## src/rtl/cellram_port_arbiter_pkg.sv

```systemverilog
// Shared types for the Cellular RAM port arbiter.
//   cr_state_e : sequencer states (one 32-bit access = two timed 16-bit bus cycles)
//   cr_port_e  : requester identity (instruction fetch or data memory)
//   max_u      : elaboration-time helper for sizing the phase timer
package cellram_port_arbiter_pkg;

    typedef enum logic [2:0] {
        CrIdle  = 3'd0,
        CrAcc0  = 3'd1,
        CrGap   = 3'd2,
        CrAcc1  = 3'd3,
        CrDone  = 3'd4,
        CrRecov = 3'd5
    } cr_state_e;

    typedef enum logic {
        CrIf = 1'b0,
        CrDm = 1'b1
    } cr_port_e;

    function automatic int unsigned max_u(input int unsigned a, input int unsigned b);
        return (a > b) ? a : b;
    endfunction

endpackage

```

## src/rtl/cellram_port_arbiter_timer.sv

```systemverilog
// Phase timer for the Cellular RAM sequencer.
// Load a start value, then it counts down to zero and stays there.
//   clk_i, rst_n_i : clock, asynchronous active-low reset
//   load_i         : load load_val_i this cycle (has priority over counting)
//   load_val_i     : start value (phase length minus one)
//   zero_o         : count is zero, i.e. this is the last cycle of the phase
//   one_o          : count is one, i.e. the next cycle is the last of the phase
module cellram_port_arbiter_timer #(
    parameter int unsigned WIDTH = 3
) (
    input  logic             clk_i,
    input  logic             rst_n_i,
    input  logic             load_i,
    input  logic [WIDTH-1:0] load_val_i,
    output logic             zero_o,
    output logic             one_o
);

    logic [WIDTH-1:0] cnt_q;

    always_ff @(posedge clk_i or negedge rst_n_i) begin
        if (!rst_n_i) begin
            cnt_q <= '0;
        end else if (load_i) begin
            cnt_q <= load_val_i;
        end else if (cnt_q != '0) begin
            cnt_q <= cnt_q - WIDTH'(1);
        end
    end

    assign zero_o = (cnt_q == '0);
    assign one_o  = (cnt_q == WIDTH'(1));

endmodule

```

## src/rtl/cellram_port_arbiter.sv

```systemverilog
// Shares the external async Cellular RAM (16-bit bus) between the instruction-fetch port (IF)
// and the load/store port (DM). Each 32-bit access runs as two timed 16-bit bus cycles, low
// half first. All pad-facing strobes, address and data are registered.
//   clk_i, rst_n_i                 : clock, asynchronous active-low reset
//   if_req/addr, if_ack/rdata      : IF read port (level request held until ack)
//   dm_req/we/be/addr/wdata        : DM port request (level, held until ack)
//   dm_ack/rdata                   : DM completion pulse and read word
//   mem_adr_o, mem_db_o/_i/_oe_o   : halfword address, pad data out/in, pad drive enable
//   mem_oe_n_o .. ram_ub_n_o       : active-low bus strobes
//   ram_adv_n_o, ram_clk_o, ram_cre_o : tied low (async mode)
//   busy_o                         : sequencer not idle
module cellram_port_arbiter
    import cellram_port_arbiter_pkg::*;
#(
    parameter int unsigned ACCESS_CYC  = 4,
    parameter int unsigned RECOVER_CYC = 1,
    parameter int unsigned ADDR_W      = 23
) (
    input  logic              clk_i,
    input  logic              rst_n_i,
    input  logic              if_req_i,
    input  logic [31:0]       if_addr_i,
    output logic              if_ack_o,
    output logic [31:0]       if_rdata_o,
    input  logic              dm_req_i,
    input  logic              dm_we_i,
    input  logic [3:0]        dm_be_i,
    input  logic [31:0]       dm_addr_i,
    input  logic [31:0]       dm_wdata_i,
    output logic              dm_ack_o,
    output logic [31:0]       dm_rdata_o,
    output logic [ADDR_W-1:0] mem_adr_o,
    output logic [15:0]       mem_db_o,
    input  logic [15:0]       mem_db_i,
    output logic              mem_db_oe_o,
    output logic              mem_oe_n_o,
    output logic              mem_we_n_o,
    output logic              ram_cs_n_o,
    output logic              ram_lb_n_o,
    output logic              ram_ub_n_o,
    output logic              ram_adv_n_o,
    output logic              ram_clk_o,
    output logic              ram_cre_o,
    output logic              busy_o
);

    localparam int unsigned TimerW = $clog2(max_u(ACCESS_CYC, RECOVER_CYC)) + 1;
    localparam logic [TimerW-1:0] AccLoad = TimerW'(ACCESS_CYC - 1);
    localparam logic [TimerW-1:0] RecLoad = TimerW'(RECOVER_CYC - 1);

    cr_state_e          state_q, state_d;
    cr_port_e           gnt_q, gnt_d, last_q, last_d, pick;
    logic [ADDR_W-2:0]  waddr_q, waddr_d, pick_waddr;
    logic               we_q, we_d, pick_we;
    logic [3:0]         be_q, be_d;
    logic [31:0]        wdata_q, wdata_d;
    logic [15:0]        lo_q, lo_d;
    logic [ADDR_W-1:0]  adr_q, adr_d;
    logic [15:0]        db_q, db_d;
    logic               db_oe_q, db_oe_d;
    logic               cs_n_q, cs_n_d, oe_n_q, oe_n_d, we_n_q, we_n_d;
    logic               lb_n_q, lb_n_d, ub_n_q, ub_n_d;
    logic               if_ack_q, if_ack_d, dm_ack_q, dm_ack_d;
    logic [31:0]        if_rdata_q, if_rdata_d, dm_rdata_q, dm_rdata_d;
    logic               tmr_load, tmr_zero, tmr_one;
    logic [TimerW-1:0]  tmr_val;
    logic               unused_addr;

    cellram_port_arbiter_timer #(
        .WIDTH (TimerW)
    ) u_timer (
        .clk_i      (clk_i),
        .rst_n_i    (rst_n_i),
        .load_i     (tmr_load),
        .load_val_i (tmr_val),
        .zero_o     (tmr_zero),
        .one_o      (tmr_one)
    );

    // Tie goes to the port that did not win last time; last_q resets to IF so DM wins first.
    assign pick = (if_req_i && dm_req_i) ? ((last_q == CrIf) ? CrDm : CrIf)
                                         : (dm_req_i ? CrDm : CrIf);
    assign pick_we    = (pick == CrDm) && dm_we_i;
    assign pick_waddr = (pick == CrDm) ? dm_addr_i[ADDR_W:2] : if_addr_i[ADDR_W:2];

    assign unused_addr = ^{if_addr_i[31:ADDR_W+1], if_addr_i[1:0],
                           dm_addr_i[31:ADDR_W+1], dm_addr_i[1:0]};

    always_comb begin
        state_d    = state_q;
        gnt_d      = gnt_q;
        last_d     = last_q;
        waddr_d    = waddr_q;
        we_d       = we_q;
        be_d       = be_q;
        wdata_d    = wdata_q;
        lo_d       = lo_q;
        adr_d      = adr_q;
        db_d       = db_q;
        db_oe_d    = db_oe_q;
        cs_n_d     = cs_n_q;
        oe_n_d     = oe_n_q;
        we_n_d     = we_n_q;
        lb_n_d     = lb_n_q;
        ub_n_d     = ub_n_q;
        if_ack_d   = 1'b0;
        dm_ack_d   = 1'b0;
        if_rdata_d = if_rdata_q;
        dm_rdata_d = dm_rdata_q;
        tmr_load   = 1'b0;
        tmr_val    = AccLoad;

        unique case (state_q)
            CrIdle: begin
                if (if_req_i || dm_req_i) begin
                    gnt_d    = pick;
                    last_d   = pick;
                    waddr_d  = pick_waddr;
                    we_d     = pick_we;
                    be_d     = dm_be_i;
                    wdata_d  = dm_wdata_i;
                    state_d  = CrAcc0;
                    tmr_load = 1'b1;
                    tmr_val  = AccLoad;
                    // Low half strobes are set up from the unregistered grant values.
                    adr_d    = {pick_waddr, 1'b0};
                    db_d     = dm_wdata_i[15:0];
                    cs_n_d   = 1'b0;
                    oe_n_d   = pick_we;
                    we_n_d   = ~pick_we;
                    db_oe_d  = pick_we;
                    lb_n_d   = pick_we & ~dm_be_i[0];
                    ub_n_d   = pick_we & ~dm_be_i[1];
                end
            end
            CrAcc0: begin
                if (tmr_zero) begin
                    state_d  = CrGap;
                    tmr_load = 1'b1;
                    tmr_val  = RecLoad;
                    if (!we_q) begin
                        lo_d = mem_db_i;
                    end
                    cs_n_d  = 1'b1;
                    oe_n_d  = 1'b1;
                    we_n_d  = 1'b1;
                    db_oe_d = 1'b0;
                    lb_n_d  = 1'b1;
                    ub_n_d  = 1'b1;
                end else if (we_q && tmr_one) begin
                    // Release WE one cycle early so data/address hold past the write edge.
                    we_n_d = 1'b1;
                end
            end
            CrGap: begin
                if (tmr_zero) begin
                    state_d  = CrAcc1;
                    tmr_load = 1'b1;
                    tmr_val  = AccLoad;
                    adr_d    = {waddr_q, 1'b1};
                    db_d     = wdata_q[31:16];
                    cs_n_d   = 1'b0;
                    oe_n_d   = we_q;
                    we_n_d   = ~we_q;
                    db_oe_d  = we_q;
                    lb_n_d   = we_q & ~be_q[2];
                    ub_n_d   = we_q & ~be_q[3];
                end
            end
            CrAcc1: begin
                if (tmr_zero) begin
                    state_d = CrDone;
                    cs_n_d  = 1'b1;
                    oe_n_d  = 1'b1;
                    we_n_d  = 1'b1;
                    db_oe_d = 1'b0;
                    lb_n_d  = 1'b1;
                    ub_n_d  = 1'b1;
                    // Ack and read data are registered together so both appear in DONE.
                    if (gnt_q == CrIf) begin
                        if_ack_d   = 1'b1;
                        if_rdata_d = {mem_db_i, lo_q};
                    end else begin
                        dm_ack_d = 1'b1;
                        if (!we_q) begin
                            dm_rdata_d = {mem_db_i, lo_q};
                        end
                    end
                end else if (we_q && tmr_one) begin
                    we_n_d = 1'b1;
                end
            end
            CrDone: begin
                state_d  = CrRecov;
                tmr_load = 1'b1;
                tmr_val  = RecLoad;
            end
            CrRecov: begin
                if (tmr_zero) begin
                    state_d = CrIdle;
                end
            end
            default: begin
                state_d = CrIdle;
            end
        endcase
    end

    always_ff @(posedge clk_i or negedge rst_n_i) begin
        if (!rst_n_i) begin
            state_q    <= CrIdle;
            gnt_q      <= CrIf;
            last_q     <= CrIf;
            waddr_q    <= '0;
            we_q       <= 1'b0;
            be_q       <= '0;
            wdata_q    <= '0;
            lo_q       <= '0;
            adr_q      <= '0;
            db_q       <= '0;
            db_oe_q    <= 1'b0;
            cs_n_q     <= 1'b1;
            oe_n_q     <= 1'b1;
            we_n_q     <= 1'b1;
            lb_n_q     <= 1'b1;
            ub_n_q     <= 1'b1;
            if_ack_q   <= 1'b0;
            dm_ack_q   <= 1'b0;
            if_rdata_q <= '0;
            dm_rdata_q <= '0;
        end else begin
            state_q    <= state_d;
            gnt_q      <= gnt_d;
            last_q     <= last_d;
            waddr_q    <= waddr_d;
            we_q       <= we_d;
            be_q       <= be_d;
            wdata_q    <= wdata_d;
            lo_q       <= lo_d;
            adr_q      <= adr_d;
            db_q       <= db_d;
            db_oe_q    <= db_oe_d;
            cs_n_q     <= cs_n_d;
            oe_n_q     <= oe_n_d;
            we_n_q     <= we_n_d;
            lb_n_q     <= lb_n_d;
            ub_n_q     <= ub_n_d;
            if_ack_q   <= if_ack_d;
            dm_ack_q   <= dm_ack_d;
            if_rdata_q <= if_rdata_d;
            dm_rdata_q <= dm_rdata_d;
        end
    end

    assign if_ack_o    = if_ack_q;
    assign if_rdata_o  = if_rdata_q;
    assign dm_ack_o    = dm_ack_q;
    assign dm_rdata_o  = dm_rdata_q;
    assign mem_adr_o   = adr_q;
    assign mem_db_o    = db_q;
    assign mem_db_oe_o = db_oe_q;
    assign mem_oe_n_o  = oe_n_q;
    assign mem_we_n_o  = we_n_q;
    assign ram_cs_n_o  = cs_n_q;
    assign ram_lb_n_o  = lb_n_q;
    assign ram_ub_n_o  = ub_n_q;
    assign ram_adv_n_o = 1'b0;
    assign ram_clk_o   = 1'b0;
    assign ram_cre_o   = 1'b0;
    assign busy_o      = (state_q != CrIdle);

endmodule

```

## config.mk

```make
export PLATFORM = sky130hd
export DESIGN_NAME = cellram_port_arbiter
export DESIGN_NICKNAME = d
export VERILOG_FILES = /design/src/rtl/cellram_port_arbiter_pkg.sv /design/src/rtl/cellram_port_arbiter_timer.sv /design/src/rtl/cellram_port_arbiter.sv
export SDC_FILE = /design/constraint.sdc
export NUM_CORES = 1
export LEC_CHECK = 0
export CORE_ASPECT_RATIO = 0.6
export CORE_MARGIN = 2
export CORE_UTILIZATION = 42
export CTS_CLUSTER_DIAMETER = 150
export CTS_CLUSTER_SIZE = 8
export DETAILED_ROUTE_END_ITERATION = 6
export GPL_TIMING_DRIVEN = 0
export MAX_ROUTING_LAYER = met4
export PLACE_DENSITY = 0.76
export SYNTH_ARGS = -nofsm -noshare
export SYNTH_HDL_FRONTEND = slang
export SYNTH_SLANG_ARGS = --single-unit
```

## constraint.sdc

```tcl
create_clock -name clk_i -period 1.8 [get_ports clk_i]
set_clock_uncertainty 0.05 [all_clocks]
set_input_delay 0.36 -clock clk_i [delete_from_list [all_inputs] [get_ports clk_i]]
set_output_delay 0.36 -clock clk_i [all_outputs]
set_load 0.01 [all_outputs]
```

==> flow_summary.ini <==
[run]
maxCapViolCount = 0

[die]
initial_core_util_pct = 43.6
die_h_um = 108
die-area_mm2 = 0.0191
die_width_um = 177
core_area_mm2 = 0.0174
io_pins = 236
num_rows = 37

[sta]
max_freq_mhz = 479
holdWs_ns = 0.430
finalSetupViolCount = 140
relSlewSlack_pct = 51.7
worst_slew_pin_slew_ns = 0.724
drv_slew = 0
hold_viol_final = 0
min_period_ns = 2.09
min_period_over_period_pct = 116
rsz0062_at_grt = true
fin_ws_ns = -0.286

[grt]
grt.total_usage_pct = 23.0
grt_overflow = 0
antenna_found_initial = 1
grt_max_degree = 95
grt_pass1_wl_mm = 32.2
grt_pass1_vias = 5873

[critical_path]
r2r_end = dm_rdata_o[18]
start_kind = register
reg2reg_depth = 10
required_ns = 2.05
r2r_start = u_timer.cnt_q[1]
cp.arrival_ns = 2.34
rrSetupSlack_ns = -0.29
critPathSlowestCell = dfrtp_1
slowest_delay_ns = 0.39
path_cells = inv_2 -> ha_4 -> ha_4 -> and3b_2 -> and3_4 -> nor2b_4 -> buf_12 -> buf_12 -> buf_16 -> mux2_4
path_class = register to register
cp-startpoint = u_timer.cnt_q[1]
crit_fanout = 6
cp-end-kind = register

[routing]
dr.pass1.iters = 5
vias = 5451
vias_per_cell = 5.13
drt_wl_total_mm = 20.9
postRouteAntennaNets = 0
drcViolationCount = 0
wl_per_cell_um = 19.7
drt_iter0_markers = 218

[cells_and_area]
nFillCells = 1227
utilization_pct = 65.9
fin_nets = 938
area_delta_synth_final_pct = 51.2
layout_common_cells = clkdlybuf4s50_1 (184), dfrtp_1 (168), mux2_2 (87), mux2_4 (56), nand2_1 (46)
layout_commonest_cell = clkdlybuf4s50_1
drive_above_1_share_pct = 34.5

[logic_synthesis]
async_flop_share_pct = 100
ys_seq_elements = 175
synth_edf_count = 0
ys_types = 47
synth_ff_type = dfrtp_1
mappedNetlistArea_mm2 = 0.00756
synth_cells = 540
syn_avg_cell_area_um2 = 14.0
yosysWarnings = 0
yosysSeqAreaShare_pct = 58.0

[worst_hold_path]
hold_depth = 2
min_to = ram_cs_n_o
hold_class = register to register
min_from = ram_cs_n_o

[clocking]
htreeDepth = 4
clock_latency_ns = 0.42
cts-root-buf = clkbuf_16
cts_buffers = 17
cts_num_sinks = 175
clkTransAtPathRegs_ns = 0.07
tritoncts = yes
clock_path_buffers = 2

[pwr]
p_leak_uw = 0.00517
power_density_mw_per_mm2 = 1730
peakVddDrop_mv = 0.713

[placed_design]
place_hpwl_mm = 14.5
globalplace.congestion = 0.862
io_buffers = 212

[status]
violations = setup timing
outcome = finished, violations left
==> power breakdown <==
group,leakage [µW],switching (µW),internal (µW)
clock,0.000269,1620,1970
sequential,0.00213,1170,5870
combinational,0.00277,3730,5450
total,0.00517,6520,13300
==> timing repair <==
item,in CTS,in global routing
pin swaps,4,3
endpoints found under the setup margin,167,188
resized for setup,69,65
buffers inserted,22,13
hold endpoints to repair,93,0
gates cloned,7,2
hold buffers,1,0
==> sequential cells by signal (all words and copies together), names as in the netlist, 2 cells and up <==
register / cells
u_timer.cnt_q: 3
state_q: 3
mem_adr_o: 23
waddr_q: 22
be_q: 2
lo_q: 16
dm_rdata_o: 32
if_rdata_o: 32
mem_db_o: 16
wdata_q: 16
==> worst max-delay path: cells and delay by family, from the launching register on <==
kind	cells	cell delay, ns
muxes	1	0.29
adders and majority gates	2	0.26
buffers and inverters	4	0.46
and+or+nand+nor	3	0.53
DFF	1	0.39
==> stage by stage <==
stage	worst slack, ns	area [µm²]	total power, µW	TNS [ns]	instances
5_1_grt	-0.346	11400	20900	-29.11	1062
4_1_cts	-0.279	11200	19500	-13.93	1050
6_report	-0.286	11400	19800	-20.49	1062
2_1_floorplan	-0.141	7600	11200	-6.56	542
3_5_place_dp	-0.734	10100	15100	-64.90	989
3_3_place_gp	-6.44	10000	14800	-1171.14	988
==> worst max path at each step <==
| stage | to | slack [ns] | cells after the start |
|---|---|---|---|
| floorplan | dm_rdata_o[10] | -0.14 | 9 |
| global placement | dm_rdata_o[9] | -6.44 | 1 |
| detailed placement | waddr_q[18] | -0.73 | 5 |
| CTS | dm_rdata_o[18] | -0.28 | 10 |
| global route | dm_rdata_o[19] | -0.35 | 10 |
| finish | dm_rdata_o[18] | -0.29 | 10 |
==> per-layer routing <==
layer,global-route usage [%],part of all wire (%),vias to the layer above,wire length (µm)
met2,34.1,46,180,9570
met5,-,0,-,0
met4,6.73,1.7,0,359
li1,-,-,2468,-
met3,5.06,5.5,22,1160
met1,31.9,47,2781,9850
==> synthesized netlist by cell type (all sizes together), types with 2 or more instances <==
cell type  number  share of area (%)
o22ai          24                2.0
o21a            2               0.20
nand3           3               0.20
inv             6               0.30
buf            27                2.8
nor3            2               0.20
nor2           11               0.58
mux2i          16                2.1
mux2          143                 24
xnor2           2               0.23
nand2          46                2.3
clkbuf         10               0.50
ha              3               0.50
or3             2               0.23
dfstp           5                1.7
o21ai          41                2.7
dfrtp         170                 56
o21ba           2               0.26
o221ai          2               0.23
a21oi           4               0.26
==> kinds of logic after synthesis <==
family	share of synthesized area (%)
AOI/OAI and AO/OA	7.23
xor gates and xnor gates	0.348
adders and majority gates	0.496
buffers and inverters	3.61
DFF	58.0
muxes	26.1
other	0.0496
and+or+nand+nor	4.19
==> area by class of cell <==
| class | instances | area, µm² | share of cell area (%) |
|---|---|---|---|
| antenna | 1 | 2.50 | 0.0219 |
| buffer | 34 | 414 | 3.62 |
| clock buffer | 19 | 443 | 3.87 |
| clock inverter | 13 | 129 | 1.13 |
| inverter | 6 | 22.5 | 0.197 |
| multi-input combinational | 325 | 3040 | 26.6 |
| sequential | 175 | 4390 | 38.4 |
| tap | 234 | 293 | 2.56 |
| timing repair buffer | 255 | 2700 | 23.6 |
(Power assumes the default switching activity.)
